`src/rtl/hex_tx_formatter.sv`:
```
// Prints a result word as uppercase ASCII hex (optionally followed by CR LF) into a UART transmitter, one byte at a time.
// The first tx_start comes two cycles after start is accepted; each character waits on tx_busy, so a stalled transmitter stalls the frame.
module hex_tx_formatter #(
   parameter int DATA_W  = 16,
   parameter int NEWLINE = 1
) (
   input  logic              clk,
   input  logic              reset,
   input  logic              start,
   input  logic [DATA_W-1:0] data,
   output logic              ready,
   output logic              done,
   output logic              tx_start,
   output logic [7:0]        tx_data,
   input  logic              tx_busy
);

   localparam int NDIG  = DATA_W / 4;
   localparam int TOTAL = NDIG + 2 * NEWLINE;
   localparam int IDX_W = $clog2(TOTAL + 1);

   localparam logic [IDX_W-1:0] NDIG_I = IDX_W'(NDIG);
   localparam logic [IDX_W-1:0] LAST_I = IDX_W'(TOTAL - 1);

   typedef enum logic [1:0] {
      IDLE,
      SEND,
      WAIT_ACK,
      WAIT_DONE
   } state_t;

   state_t            state_q;
   logic [IDX_W-1:0]  idx_q;
   logic [IDX_W-1:0]  idx_d;
   logic [DATA_W-1:0] data_q;
   logic [DATA_W-1:0] data_shl;
   logic [7:0]        tx_data_q;
   logic [7:0]        char_d;
   logic              tx_start_q;
   logic              done_q;

   function automatic logic [7:0] hex_char(input logic [3:0] nib);
      return (nib < 4'd10) ? (8'h30 + {4'h0, nib}) : (8'h37 + {4'h0, nib});
   endfunction

   assign idx_d    = idx_q + IDX_W'(1);
   // Shifting left keeps the wanted nibble at the top and avoids negative shift amounts.
   assign data_shl = data_q << {idx_d, 2'b00};

   always_comb begin
      char_d = 8'h0A;
      if (idx_d < NDIG_I) begin
         char_d = hex_char(data_shl[DATA_W-1 -: 4]);
      end else if (idx_d == NDIG_I) begin
         char_d = 8'h0D;
      end
   end

   always_ff @(posedge clk or posedge reset) begin
      if (reset) begin
         state_q    <= IDLE;
         idx_q      <= '0;
         data_q     <= '0;
         tx_data_q  <= 8'h00;
         tx_start_q <= 1'b0;
         done_q     <= 1'b0;
      end else begin
         done_q <= 1'b0;
         case (state_q)
            IDLE: begin
               if (start) begin
                  data_q    <= data;
                  idx_q     <= '0;
                  tx_data_q <= hex_char(data[DATA_W-1 -: 4]);
                  state_q   <= SEND;
               end
            end
            SEND: begin
               if (!tx_busy) begin
                  tx_start_q <= 1'b1;
                  state_q    <= WAIT_ACK;
               end
            end
            WAIT_ACK: begin
               tx_start_q <= 1'b0;
               if (tx_busy) begin
                  state_q <= WAIT_DONE;
               end
            end
            WAIT_DONE: begin
               if (!tx_busy) begin
                  if (idx_q == LAST_I) begin
                     done_q  <= 1'b1;
                     state_q <= IDLE;
                  end else begin
                     idx_q     <= idx_d;
                     tx_data_q <= char_d;
                     state_q   <= SEND;
                  end
               end
            end
            default: state_q <= IDLE;
         endcase
      end
   end

   assign ready    = (state_q == IDLE);
   assign done     = done_q;
   assign tx_start = tx_start_q;
   assign tx_data  = tx_data_q;

endmodule

```
`config.mk`:
```
export PLATFORM = sky130hd
export DESIGN_NAME = hex_tx_formatter
export DESIGN_NICKNAME = d
export VERILOG_FILES = /design/src/rtl/hex_tx_formatter.sv
export SDC_FILE = /design/constraint.sdc
export NUM_CORES = 1
export LEC_CHECK = 0
export ABC_AREA = 1
export BUFFER_PORTS_ARGS = -buffer_cell sky130_fd_sc_hd__clkbuf_2
export CAP_MARGIN = 20
export CORE_MARGIN = 2
export CORE_UTILIZATION = 40
export CTS_BUF_LIST = sky130_fd_sc_hd__clkbuf_4 sky130_fd_sc_hd__clkbuf_8
export CTS_CLUSTER_DIAMETER = 60
export CTS_CLUSTER_SIZE = 24
export DETAILED_ROUTE_END_ITERATION = 8
export SYNTH_ARGS = -nofsm -noshare
export SYNTH_HDL_FRONTEND = slang
export SYNTH_SLANG_ARGS = --single-unit
```
`constraint.sdc`:
```
create_clock -name clk -period 2.6 [get_ports clk]
set_input_delay 0.13 -clock clk [delete_from_list [all_inputs] [get_ports clk]]
set_output_delay 0.13 -clock clk [all_outputs]
set_load 0.01 [all_outputs]
```
==> results of run 1 <==
[kinds of logic (layout without fill, tap and decap cells)]
group	Yosys count	in the layout
simple gates	83	83
compound gates	38	38
buf+inv	33	67
flops	30	30
mux	9	9
fa+ha+maj	8	8
other cells	1	1
[power breakdown]
part,switching [W],internal [W]
Sequential,0.000141,0.000690
Clock,0.000184,0.000409
Combinational,0.00100,0.000659
Total,0.00133,0.00176
[registers in the layout (all words and copies together), names as in the netlist]
register / count
data_q: 16
tx_data: 7
idx_q: 3
state_q: 2
done: 1
tx_start: 1
[cell type report]
type                    instances  area share [%]
clock buffers                   6            3.96
clock inverters                 2            2.88
inverters                      28            5.65
multi-input cells             139            40.5
flip-flops and latches         30            36.0
well taps                      52            3.12
repair buffers                 31            7.81
[worst max-delay path, stage by stage, from the launching register on]
cell,delay [ns]
dfrtp_1,0.62
ha_1,0.38
inv_2,0.11
nand3_1,0.08
nand2_1,0.09
nand2_2,0.08
ha_1,0.23
nand2_1,0.07
nand4_1,0.10
o211ai_1,0.12
nand2_1,0.07
[metrics by stage]
stage / util (%) / worst slack [ns] / hold WS, ns / instances / cell area (um^2)
floorplan: - / 0.892 / 0.202 / 202 / 1750
global placement: 45.0 / 0.590 / 0.209 / 279 / 1930
detailed placement: 45.0 / 0.525 / 0.209 / 279 / 1930
CTS: 48.5 / 0.512 / 0.0465 / 288 / 2080
global route: 48.5 / 0.259 / 0.0646 / 288 / 2080
finish: 48.5 / 0.531 / 0.0466 / 288 / 2080
[cell usage after synthesis]
cell type / n
nor2_4: 1
nor2_1: 13
buf_6: 2
inv_2: 4
nand3_1: 14
a22oi_1: 1
dfrtp_1: 30
nand2_2: 4
buf_2: 1
clkbuf_1: 1
o21ai_1: 1
nand2_4: 4
o211ai_1: 2
nand2_1: 39
o21ai_2: 1
a21oi_2: 3
o22ai_1: 3
conb_1: 1
nor3_1: 1
and2_1: 1
ha_1: 8
mux2_2: 9
inv_1: 22
nand3_4: 1
clkinv_4: 1
a21oi_1: 12
inv_8: 1
o21bai_2: 1
buf_4: 1
o21ai_0: 12
nor2_2: 1
nand3_2: 1
o32ai_1: 1
o21bai_1: 1
nand4_1: 3
[how the worst min path moves through the flow]
stage          startpoint       end  slack, ns  cells past startpoint
6_report          tx_busy      done       0.05                      2
5_1_grt           tx_busy      done       0.06                      2
4_1_cts           tx_busy      done       0.05                      2
3_5_place_dp        reset  tx_start       0.21                      3
3_3_place_gp        reset  tx_start       0.21                      3
2_1_floorplan     tx_busy      done       0.20                      1
[timing repair]
action                                  in CTS  in global routing
endpoints found under the setup margin       0                  0
resized for setup                            0                  0
hold endpoints to repair                    30                  0
hold buffers                                 1                  0
[routing by layer]
metal	vias to the layer above	global-route usage [%]
met3	5	4.04
met4	0	5.13
met2	24	23.3
li1	729	-
met1	646	22.1
met5	-	0
==> qor.csv, run 1 <==
metric;value;unit
grt_usage;15.6;%
crit_type;reg -> reg;
antennaDiodeCount;0;
yosysTopAreaCell;dfrtp_1;
synthesis.area;1750;um^2
core_area;4290;um^2
tns;0;ns
netlist_top_cells_area;dfrtp_1 (43%), nand2_1 (8.4%), mux2_2 (5.8%), ha_1 (5.7%), inv_1 (4.7%);
cts_buffers;5;
gp_congestion;0.808;
vias;1404;
final_cell_mix;nand2_1 (39), dfrtp_1 (30), clkbuf_2 (29);
clock.fmax;0.483;GHz
cts_root_buf;clkbuf_8;
synth-simple-area-share;23.4;%
reg2reg_to;tx_data[4];
wl_met1;1740;um
die_x;70.2;um
reg2reg_depth;10;
hold_class;in -> reg;
antenna_found_initial;0;
ioPinCount;31;
final_common_cell;nand2_1;
p_leak;1.06;nW
wl_met2;1510;um
grt_pass1_wl;6080;um
fillers;439;
synth_cell_type_count;35;
muxShareOfSynthArea;5.79;%
final_antenna_net_count;0;
setup_violations;0;
powerDensity;1480;nW/um^2
multi_input_area;845;um^2
timing.final.crit_share;79.6;%
drc;0;
syn_nets;230;
worstSetupEndpoint;tx_data[4];
synth-seq-cells;30;
drtIter0Drc;70;
grt_overflow;0;
crit_start;idx_q[0];
placementRows;24;
dpl.hpwl;2590;um
dr.pass1.iters;4;
clock-skew-final;0.00296;ns
dieHeight;70.2;um
total_power;0.00308;W
rrSetupSlack;0.53;ns
slew_violations;0;
crit_fanout;11;
r2r_start;idx_q[0];
grt_setup_unrepaired;no;
viasPerCell;4.88;
vdd_drop_max;613;uV
clock-sinks;30;
synth-compound-area-share;13.1;%
insertion_delay;0.29;ns
fin_nets;263;
syn_inst;202;
worstMarginPinSlew;0.758;ns
cts_tree;yes;
slew_headroom;49.3;%
end_kind;flop;
initial_utilization;40.8;%
syn_to_final_growth;18.9;%
cap_violations;0;
worst_setup_path_start_kind;flop;
dieArea;4920;um^2
required;2.77;ns
fin_crit;2.07;ns
crit_arrival;2.24;ns
wl_met3;129;um
ys_seq_area_share;42.9;%
drive_gt1_share;29.7;%
ys_warn_count;0;
top_layer;met4;
yosysTopAreaCellShare;42.9;%
post_drt_wl_per_cell;11.9;um
synth_xor_area_share;0;%
port_buffers;29;
syn_area_per_cell;8.67;um^2
grt_pass1_vias;1324;
path_clk_slew;0.07;ns
routed_wirelength;3430;um
synth_top_family_by_area;simple AND/OR/NAND/NOR gates;
htree_levels;2;
hold_viol_final;0;
status;finished, final reports clean;
register_area;751;um^2
synth_fa_ha_area_share;5.71;%
cts_setup_buffers;0;
clk_path_buf_depth;2;
grt_max_degree;31;
Power figures use the tool's default switching activity.
==> run 2: changes to the inputs <==
==> constraint.sdc (replaced) <==
create_clock -name clk -period 2.1 [get_ports clk]
set_input_delay 0.105 -clock clk [delete_from_list [all_inputs] [get_ports clk]]
set_output_delay 0.105 -clock clk [all_outputs]
set_load 0.01 [all_outputs]
==> run 2 against run 1 <==
Hold slack got worse by 0.022 ns. Maximum frequency rose by 13%. Critical path depth did not move. Sequential share of layout area rose by 0.31 points.
==> qor.csv, run 2 (synthesis results as in run 1) <==
metric;value;unit
core_area;4290;um^2
vdd_drop_max;747;uV
grt_pass1_vias;1395;
dr.pass1.iters;4;
antenna_found_initial;0;
clock.fmax;0.544;GHz
pre_cts_ws;0.255;ns
slew_violations;0;
grt_max_degree;31;
grt_usage;15.1;%
crit_start;idx_q[0];
final_cell_mix;nand2_1 (39), dfrtp_1 (30), clkbuf_2 (29);
grt_pass1_wl;5950;um
cts_hold_buf;1;
drc;0;
largest_reg_flops;16;
hold_class;in -> reg;
clock-skew-final;0.00423;ns
drtIter0Drc;48;
ioPinCount;31;
initial_utilization;40.8;%
timing.final.crit_share;87.5;%
antennaDiodeCount;0;
crit_type;reg -> reg;
reg2reg_to;tx_data[4];
fin_nets;267;
dieArea;4920;um^2
min_to;done;
placed_cell_area;1960;um^2
die_x;70.2;um
post-route-cell-area;2070;um^2
worst_setup_path_start_kind;flop;
reg2reg_depth;10;
cap_violations;0;
clk_path_buf_depth;2;
syn_to_final_growth;17.9;%
cts_setup_buffers;0;
cts_tree;yes;
min-delay-start;tx_busy;
tns;0;ns
r2r_start;idx_q[0];
drive_gt1_share;30.8;%
gp_congestion;0.798;
vias;1386;
rrSetupSlack;0.26;ns
routed_wirelength;3240;um
status;finished, final reports clean;
post_cts_resized;0;
setup_slack;0.262;ns
crit_fanout;6;
fin_crit;1.84;ns
crit_arrival;2.00;ns
regMostFlops;data_q;
end_kind;flop;
setup_violations;0;
insertion_delay;0.28;ns
port_buffers;29;
clock-sinks;30;
placementRows;24;
hold_viol_final;0;
dieHeight;70.2;um
whs_path_depth;2;
grt_setup_unrepaired;no;
grt_overflow;0;
required;2.26;ns
cts_buffers;5;
dpl.hpwl;2590;um
powerDensity;1740;nW/um^2
final_common_cell;nand2_1;
path_clk_slew;0.06;ns
final_antenna_net_count;0;
cts_root_buf;clkbuf_8;
viasPerCell;4.75;
p_leak;1.06;nW
htree_levels;2;
post_drt_wl_per_cell;11.1;um
run 2: cell types whose count changed in the layout (fill, tap and decap cells not counted):
cell / change
buf_4: +4
bufinv_16: -2
clkbuf_4: +1
clkinv_2: +1
run 2: where the power goes:
group | switching (W) | leakage, nW | total, W | internal, W
combinational | 0.00125 | 0.648 | 0.00212 | 0.000864
clock | 0.000201 | 0.0517 | 0.000478 | 0.000277
sequential | 0.000145 | 0.361 | 0.00100 | 0.000856
total | 0.00160 | 1.06 | 0.00360 | 0.00200
run 2: worst max-delay path by stage:
| stage | end | cells after the start |
|---|---|---|
| floorplan | tx_data[4] | 10 |
| global placement | tx_data[4] | 10 |
| detailed placement | tx_data[4] | 10 |
| CTS | tx_data[4] | 10 |
| global route | tx_data[4] | 9 |
| finish | tx_data[4] | 10 |
run 2: stage by stage:
stage | util, % | total power [W] | cells | hold slack, ns
finish | 48.1 | 0.00360 | 292 | 0.0244
global route | 48.1 | 0.00397 | 292 | 0.0554
CTS | 48.1 | 0.00365 | 292 | 0.0207
detailed placement | 45.7 | 0.00315 | 283 | 0.186
global placement | 45.7 | 0.00316 | 283 | 0.184
floorplan | - | 0.00269 | 202 | 0.177
run 2: routing by layer:
metal	track usage (%)	part of all wire (%)	wire length [um]	up-vias
li1	-	-	-	737
met1	21.4	51	1660	614
met2	23.1	43	1400	31
met3	3.46	5.3	171	4
met4	4.49	0.49	16	0
met5	0	0	0	-
run 2: layout make-up:
class / instances / area [um^2]
Tap cell: 52 / 65.1
Clock inverter: 1 / 5.00
Clock buffer: 7 / 90.1
Fill cell: 429 / 2230
Inverter: 28 / 118
Sequential cell: 30 / 751
Multi-Input combinational cell: 139 / 845
Timing Repair Buffer: 35 / 193
run 2: worst max-delay path, cell delays in order, from the launching register on:
cell,delay [ns]
dfrtp_1,0.40
ha_1,0.38
inv_2,0.11
nand3_1,0.08
nand2_1,0.08
nand2_2,0.08
ha_1,0.24
nand2_1,0.08
nand4_1,0.10
o211ai_1,0.12
nand2_1,0.06
